$ cat src/rtl/hpram_arbiter.sv
// rtl/hpram_arbiter.sv - two-port round-robin burst arbiter for the HyperRAM command interface
module hpram_arbiter #(
    parameter int ADDR_W      = 22,
    parameter int DATA_W      = 32,
    parameter int MASK_W      = 4,
    parameter int BURST_WORDS = 4,
    parameter int CMD_GAP     = 2,
    parameter int RD_TIMEOUT  = 64
) (
    input  logic              I_clk,
    input  logic              I_rst,
    input  logic              I_init_calib,
    input  logic              I_req0,
    input  logic              I_cmd0,
    input  logic [ADDR_W-1:0] I_addr0,
    input  logic [DATA_W-1:0] I_wr_data0,
    input  logic [MASK_W-1:0] I_data_mask0,
    output logic              O_ack0,
    output logic              O_wdata_req0,
    output logic              O_rd_valid0,
    input  logic              I_req1,
    input  logic              I_cmd1,
    input  logic [ADDR_W-1:0] I_addr1,
    input  logic [DATA_W-1:0] I_wr_data1,
    input  logic [MASK_W-1:0] I_data_mask1,
    output logic              O_ack1,
    output logic              O_wdata_req1,
    output logic              O_rd_valid1,
    output logic [DATA_W-1:0] O_rd_data,
    output logic              O_cmd,
    output logic              O_cmd_en,
    output logic [ADDR_W-1:0] O_addr,
    output logic [DATA_W-1:0] O_wr_data,
    output logic [MASK_W-1:0] O_data_mask,
    input  logic              I_rd_data_valid,
    input  logic [DATA_W-1:0] I_rd_data,
    output logic              O_busy,
    output logic              O_timeout
);

    localparam int CNT_W = 5;
    localparam int TMO_W = $clog2(RD_TIMEOUT + 1);

    typedef enum logic [2:0] {S_IDLE, S_ARB, S_CMD, S_WR, S_RD, S_GAP} state_t;

    // With no gap configured a finished burst returns straight to arbitration.
    localparam state_t AFTER_BURST = (CMD_GAP == 0) ? S_ARB : S_GAP;

    state_t            state_q, state_d;
    logic              ptr_q, ptr_d;
    logic              grant_q, grant_d;
    logic              cmd_q, cmd_d;
    logic              timeout_q, timeout_d;
    logic [ADDR_W-1:0] addr_q, addr_d;
    logic [CNT_W-1:0]  cnt_q, cnt_d;
    logic [TMO_W-1:0]  tmo_q, tmo_d;
    logic              pick;
    logic              wr_phase;

    assign pick = (I_req0 && I_req1) ? ~ptr_q : I_req1;

    always_ff @(posedge I_clk) begin
        if (I_rst) begin
            state_q   <= S_IDLE;
            ptr_q     <= 1'b1;
            grant_q   <= 1'b0;
            cmd_q     <= 1'b0;
            timeout_q <= 1'b0;
            addr_q    <= '0;
            cnt_q     <= '0;
            tmo_q     <= '0;
        end else begin
            state_q   <= state_d;
            ptr_q     <= ptr_d;
            grant_q   <= grant_d;
            cmd_q     <= cmd_d;
            timeout_q <= timeout_d;
            addr_q    <= addr_d;
            cnt_q     <= cnt_d;
            tmo_q     <= tmo_d;
        end
    end

    always_comb begin
        state_d   = state_q;
        ptr_d     = ptr_q;
        grant_d   = grant_q;
        cmd_d     = cmd_q;
        timeout_d = timeout_q;
        addr_d    = addr_q;
        cnt_d     = cnt_q;
        tmo_d     = tmo_q;
        if (!I_init_calib) begin
            state_d = S_IDLE;
        end else begin
            case (state_q)
                S_IDLE: state_d = S_ARB;
                S_ARB: begin
                    if (I_req0 || I_req1) begin
                        grant_d = pick;
                        ptr_d   = pick;
                        cmd_d   = pick ? I_cmd1 : I_cmd0;
                        addr_d  = pick ? I_addr1 : I_addr0;
                        state_d = S_CMD;
                    end
                end
                S_CMD: begin
                    cnt_d = '0;
                    tmo_d = TMO_W'(1);
                    if (cmd_q) begin
                        state_d = (BURST_WORDS == 1) ? AFTER_BURST : S_WR;
                    end else begin
                        state_d = S_RD;
                    end
                end
                S_WR: begin
                    if (cnt_q == CNT_W'(BURST_WORDS - 2)) begin
                        state_d = AFTER_BURST;
                        cnt_d   = '0;
                    end else begin
                        cnt_d = cnt_q + CNT_W'(1);
                    end
                end
                S_RD: begin
                    tmo_d = tmo_q + TMO_W'(1);
                    // A final beat landing on the last allowed cycle still completes cleanly.
                    if (I_rd_data_valid && cnt_q == CNT_W'(BURST_WORDS - 1)) begin
                        state_d = AFTER_BURST;
                        cnt_d   = '0;
                    end else if (tmo_q == TMO_W'(RD_TIMEOUT - 1)) begin
                        timeout_d = 1'b1;
                        state_d   = AFTER_BURST;
                        cnt_d     = '0;
                    end else if (I_rd_data_valid) begin
                        cnt_d = cnt_q + CNT_W'(1);
                    end
                end
                S_GAP: begin
                    if (cnt_q == CNT_W'(CMD_GAP - 1)) begin
                        state_d = S_ARB;
                        cnt_d   = '0;
                    end else begin
                        cnt_d = cnt_q + CNT_W'(1);
                    end
                end
                default: state_d = S_IDLE;
            endcase
        end
    end

    assign wr_phase     = (state_q == S_CMD && cmd_q) || state_q == S_WR;
    assign O_cmd_en     = state_q == S_CMD;
    assign O_cmd        = cmd_q;
    assign O_addr       = addr_q;
    assign O_ack0       = O_cmd_en && !grant_q;
    assign O_ack1       = O_cmd_en && grant_q;
    assign O_wdata_req0 = wr_phase && !grant_q;
    assign O_wdata_req1 = wr_phase && grant_q;
    assign O_wr_data    = wr_phase ? (grant_q ? I_wr_data1 : I_wr_data0) : '0;
    assign O_data_mask  = wr_phase ? (grant_q ? I_data_mask1 : I_data_mask0) : '0;
    assign O_rd_data    = I_rd_data;
    assign O_rd_valid0  = I_rd_data_valid && state_q == S_RD && !grant_q;
    assign O_rd_valid1  = I_rd_data_valid && state_q == S_RD && grant_q;
    assign O_busy       = !(state_q == S_IDLE || state_q == S_ARB);
    assign O_timeout    = timeout_q;

endmodule

$ cat config.mk
export PLATFORM = sky130hd
export DESIGN_NAME = hpram_arbiter
export DESIGN_NICKNAME = d
export VERILOG_FILES = /design/src/rtl/hpram_arbiter.sv
export SDC_FILE = /design/constraint.sdc
export NUM_CORES = 1
export LEC_CHECK = 0
export CORE_UTILIZATION = 30
export CTS_CLUSTER_DIAMETER = 30
export DETAILED_ROUTE_END_ITERATION = 16
export PLACE_DENSITY = 0.77
export SKIP_CTS_REPAIR_TIMING = 1
export SLEW_MARGIN = 15
export SYNTH_ARGS = -nofsm -noshare
export SYNTH_HDL_FRONTEND = slang
export SYNTH_SLANG_ARGS = --single-unit
$ cat constraint.sdc
create_clock -name I_clk -period 4.3 [get_ports I_clk]
set_clock_uncertainty 0.1 [all_clocks]
set_input_delay 0.43 -clock I_clk [delete_from_list [all_inputs] [get_ports I_clk]]
set_output_delay 0.43 -clock I_clk [all_outputs]
set_load 0.01 [all_outputs]
==> impl_metrics.csv <==
group,metric,value,unit
outcome,status,"completed",
yosys,syn_area,0.002910,mm²
sta,max_freq,345.6,MHz
grt,grt_usage,18.52,%
grt,grt_max_degree,49,
grt,grt_first_pass_wirelength,14.61,mm
floorplanning,coreArea,0.009328,mm²
cells_and_area,drive_gt1_share,5.010,%
drt,final_antenna_net_count,0,
sta,relSlewSlack,32.95,%
placed_design,gp_congestion,0.8416,
grt,grt_pass1_vias,3062,
sta,setup-tns-final,0,ns
drt,drt_iter0_drc,103,
floorplanning,ios,256,
sta,period_needed,2.894,ns
yosys,ys_warn_count,0,
critical_path,cpPeakStageDelay,0.87,ns
grt,antenna_found_initial,0,
sta,rsz0062_at_grt,"no",
floorplanning,initial_core_util,31.20,%
sta,hold_violations,0,
floorplanning,fp.dieW,100.5,µm
cells_and_area,final_cell_mix,"clkdlybuf4s50_1, nor2_1, mux2i_1",
critical_path,critPathLaunchType,"flip-flop",
critical_path,path_delay_family,"flip-flops",
drt,wirelength,9.552,mm
clock_network,clock-sinks,41,
critical_path,cp-end-kind,"output port",
yosys,synth.distinct_cells,49,
critical_path,critPathSlowestCell,"dfxtp_2",
clock_network,path_clk_slew,0.08,ns
drt,num_vias,3040,
flow_run,drv_cap,0,
yosys,synth_nets,513,
floorplanning,die_h,100.5,µm
sta,maxSlewViolCount,0,
yosys,ys_seq_area_share,28.20,%
min_path,hold_class,"flip-flop to flip-flop",
sta,fin_ws,1.406,ns
clock_network,cts_root_buffer,"clkbuf_8",
yosys,synthCells,353,
critical_path,required,3.77,ns
grt,overflow,0,
cells_and_area,n_antenna_cell,0,
sta,period_share,67.29,%
cells_and_area,fillers,923,
power_and_ir_drop,leakagePower,1.579,nW
sta,setup_viol,0,
critical_path,critPathBufInv,2,
clock_network,ctsHtreeMaxLevel,2,
yosys,synth_edf_count,0,
critical_path,criticalPathCategory,"flip-flop to output port",
cells_and_area,syn_to_final_growth,62.38,%
yosys,synth-seq-cells,41,
cells_and_area,final_common_cell,"clkdlybuf4s50_1",
drt,firstDrtPassIters,4,
power_and_ir_drop,ir_drop,176.2,µV
placed_design,preCtsSetupSlack,1.688,ns
yosys,async_flop_share,0,%
clock_network,max-clock-path-buffers,2,
clock_network,clock_latency,0.29,ns
clock_network,cts_buffers,5,
critical_path,cp_data_arrival_time,2.36,ns
clock_network,cts_tree,"built",
drt,post-route-drc-count,0,
critical_path,worstPathCellList,"buf_4 -> mux2i_1 -> nor2_1 -> clkdlybuf4s50_1",
power_and_ir_drop,p_per_area,188.7,mW/mm²
sta,tightest_slew,1.003,ns
drt,via_per_inst,4.841,
placed_design,dp_hpwl,7.767,mm
yosys,postSynthAreaPerCell,8.244,µm²
floorplanning,die_area,0.01010,mm²
yosys,synth_ff_type,"dfxtp_1",
cells_and_area,nNetsFinal,658,
floorplanning,rows,35,
drt,wl_per_cell,15.21,µm
critical_path,cp_max_fo,30,
placed_design,numPortBuffers,191,
## logic make-up (layout without fill, tap and decap cells)
group	count (synthesis)	count (layout)	synth area share, %
adders and majority gates	4	4	1.720
AOI/OAI and AO/OA	58	58	14.19
buffers and inverters	63	209	14.19
DFF	41	41	28.20
xor gates and xnor gates	3	3	0.9030
and+or+nand+nor	124	124	20.16
muxes	60	60	20.64
## cells in the mapped netlist (3+ instances only)
library cell	count	area (µm²)
or3_1	3	18.77
nor3_1	7	35.03
dfxtp_1	41	820.8
inv_1	6	22.52
buf_2	9	45.04
a211oi_1	22	165.2
nor2_1	81	304.0
a31oi_1	3	18.77
nand3_1	4	20.02
nand2b_1	5	31.28
buf_4	35	262.8
mux2i_1	60	600.6
buf_6	4	45.04
ha_1	4	50.05
o21ai_0	12	60.06
a21oi_1	7	35.03
nand2_1	7	26.28
clkbuf_1	8	30.03
## state kept, by name, indices dropped and copies added (netlist names)
register,flops
state_q,3
O_cmd,1
cnt_q,5
ptr_q,1
O_addr,22
tmo_q,7
O_timeout,1
grant_q,1
## routing by layer
layer  part of all wire (%)  global-route usage (%)  routed length [µm]
met5                      0                       0                   0
met2                     50                   34.83                4754
met4                    2.1                   7.135                 199
met1                     36                   17.96                3444
met3                     12                   7.559                1154
## final cells by class
type	instances	area [µm²]	area share, %
well taps	129	161.4	3.415
flip-flops and latches	41	822.0	17.39
clock inverters	3	17.52	0.3707
multi-input cells	249	1692	35.80
inverters	6	22.52	0.4766
repair buffers	195	1942	41.09
clock buffers	5	68.82	1.456
## report_power, final
part           total [mW]  internal (mW)  leakage (nW)  switching (mW)
Clock               0.250          0.112        0.0439           0.138
Combinational       0.239          0.158          1.20          0.0812
Sequential          0.403          0.391         0.333          0.0114
Total               0.892          0.661          1.58           0.230
## stage by stage
| stage | power, mW | util [%] | instance area [µm²] | cells | hold slack [ns] |
|---|---|---|---|---|---|
| after floorplan | 0.5275 | - | 2910 | 353 | 0.3713 |
| after global routing | 0.9352 | 50.66 | 4726 | 628 | 0.4280 |
| after detailed placement | 0.6519 | 49.74 | 4639 | 620 | 0.3899 |
| after global placement | 0.6510 | 49.74 | 4639 | 620 | 0.3830 |
| final | 0.8917 | 50.66 | 4726 | 628 | 0.3966 |
| after CTS | 0.9009 | 50.66 | 4726 | 628 | 0.4018 |
## tightest hold or removal path, cell delays in order (launching register included)
cell      delay [ns]
dfxtp_1         0.31
nor2_1          0.09
a211oi_1        0.05
## final timing paths
kind	startpoint	slack, ns	depth (start not counted)	to
worst max-delay path	grant_q$_SDFFE_PP0P_	1.41	4	O_wr_data[12]
worst min-delay path	O_addr[4]$_SDFFE_PP0P_	0.40	2	O_addr[4]$_SDFFE_PP0P_
worst max register to register	state_q[0]$_SDFFE_PP0P_	2.10	5	ptr_q$_SDFFE_PP1P_
worst min register to register	O_addr[4]$_SDFFE_PP0P_	0.40	2	O_addr[4]$_SDFFE_PP0P_
No activity file was read; power rests on OpenSTA's default activity.
==> variant (same flow settings) <==
Reset style: asynchronous (`I_rst`), changed in one clocked block.
--- a/src/rtl/hpram_arbiter.sv
+++ b/src/rtl/hpram_arbiter.sv
@@ -61,3 +61,3 @@
 
-    always_ff @(posedge I_clk) begin
+    always_ff @(posedge I_clk or posedge I_rst) begin
         if (I_rst) begin
Formal check against the unedited RTL: differs if I_rst is asserted again (counterexample within 4 cycles, from zero or initial values and one cycle with I_rst high); with I_rst held inactive, the same outputs for 10 cycles.
==> variant against the unedited design <==
- sequential cell count did not move
- synthesized cell count fell by 0.85%
- setup slack got worse by 0.12 ns
- design area rose by 4.4%
- routed wire length rose by 2.9%
- highest routed layer unchanged
- critical endpoint is now O_ack1
- area after synthesis rose by 5.3%
Power is not compared: it rests on default switching activity, and its combinational part moved more than twofold at a synthesized area within 25%.
==> variant: results (changes against the unedited design) <==
| Metric | Value |
|---|---|
| Fillers | 957 (+3.7%) |
| Post-DR vias/cell | 4.878 (+0.77%) |
| Worst setup path endpoint | O_ack1 |
| FF-to-FF End | cnt_q[4]$_DFFE_PP0P_ |
| Routability Congestion | 0.9074 (+7.8%) |
| Area after DPL | 0.004833 mm^2 (+4.2%) |
| Reg2reg start | state_q[0]$_DFFE_PP0P_ |
| Met3 wire len | 1187 um (+2.9%) |
| Hold Path Stages | 1 (-1) |
| WL final | 9832 um (+2.9%) |
| Reg2reg setup slack | 1.83 ns (-0.27 ns) |
| Largest net degree at the start of global routing | 48 (-2.0%) |
| Worst hold slack | 0.3693 ns (-0.02733 ns) |
| Post-synth top cells | nor2_1 (73), mux2i_1 (61), dfrtp_1 (40), buf_4 (35), a21oi_1 (28) |
| Post-DP HPWL | 7753 um (-0.18%) |
| DRT iter0 DRCs | 58 (-44%) |
| H-tree Lvls | 2 (unchanged) |
| Status | completed |
| Register area share after synthesis | 33.52% (+5.3 points) |
| Layout net count | 660 (+0.30%) |
| Worst path max stage delay | 1.08 ns (+0.21 ns) |
| Routed wl met2 | 4876 um (+2.6%) |
| CP Launch Point | grant_q$_DFFE_PP0P_ |
| R2R cell count | 5 (unchanged) |
| Worst-path clk slew | 0.08 ns (about the same) |
| Drt first pass iters | 4 (unchanged) |
| Highest-delay cell along the critical path | dfrtp_2 |
| Asr flop ratio synth | 100.0% (+100 points) |
| M1 wire length | 3638 um (+5.6%) |
| Highest ir drop seen on vdd | 0.2533 mV |
| Hold EP | O_timeout$_DFFE_PP0P_ |
| Maximum fanout along the worst path | 40 (+33%) |
| Vias in the first global route | 2904 (-5.2%) |
| Synth cell types | 43 (-12%) |
| Area contributors post-synth | dfrtp_1 (33%), mux2i_1 (20%), nor2_1 (8.9%) |
| Ant diodes | 0 (unchanged) |
| Clock Root Buffer | clkbuf_8 |
| Total global-route track usage | 17.55% (-0.97 points) |
| Initial antenna violation count | 0 (unchanged) |
| Share of cells above drive strength 1 | 4.618% (-0.39 points) |
| First-pass GRT wire length | 14350 um (-1.7%) |
| Slew margin rel. | 28.37% (-4.6 points) |
| Leak | 2.027 nW |
| Crit path DAT | 2.49 ns (+0.13 ns) |
| HP Start | O_timeout$_DFFE_PP0P_ |
==> variant: cells by family (layout without fill, tap and decap cells) <==
logic type | count (synthesis) | after routing | share of synthesized area, %
simple gates | 116 | 116 | 17.48
buf+inv | 62 | 210 | 12.33
compound gates | 61 | 61 | 13.31
mux | 61 | 61 | 19.93
flops | 41 | 41 | 33.52
fa+ha+maj | 7 | 7 | 2.858
xor+xnor | 2 | 2 | 0.5718
==> variant: area by class of cell <==
| class | count | area (um^2) | area share [%] |
|---|---|---|---|
| sequential | 41 | 1028 | 20.84 |
| tap | 133 | 166.4 | 3.372 |
| clock buffer | 7 | 96.34 | 1.952 |
| inverter | 8 | 30.03 | 0.6085 |
| multi-input combinational | 247 | 1674 | 33.93 |
| clock inverter | 1 | 5.005 | 0.1014 |
| timing repair buffer | 194 | 1934 | 39.20 |
==> variant: through the flow <==
step	instances	setup slack, ns
5_1_grt	631	1.126
3_5_place_dp	623	1.581
3_3_place_gp	623	1.602
2_1_floorplan	350	2.303
6_report	631	1.282
4_1_cts	631	1.240
==> variant: metal layers <==
layer	vias to the layer above	GRT usage, %
li1	1469	-
met1	1427	18.63
met2	166	32.56
met3	16	6.441
met4	0	4.767
met5	-	0
==> variant: report_power, final <==
part           switching (mW)  internal, mW
Clock                   0.134         0.145
Combinational           0.594         0.775
Sequential              0.213         0.530
==> variant: worst register-to-register path, cell delays in order, from the launching register on <==
cell	delay (ns)
dfrtp_1	0.56
nor3b_2	0.65
o21ai_0	0.30
o211ai_4	0.38
nor4_1	0.10
a211o_1	0.27
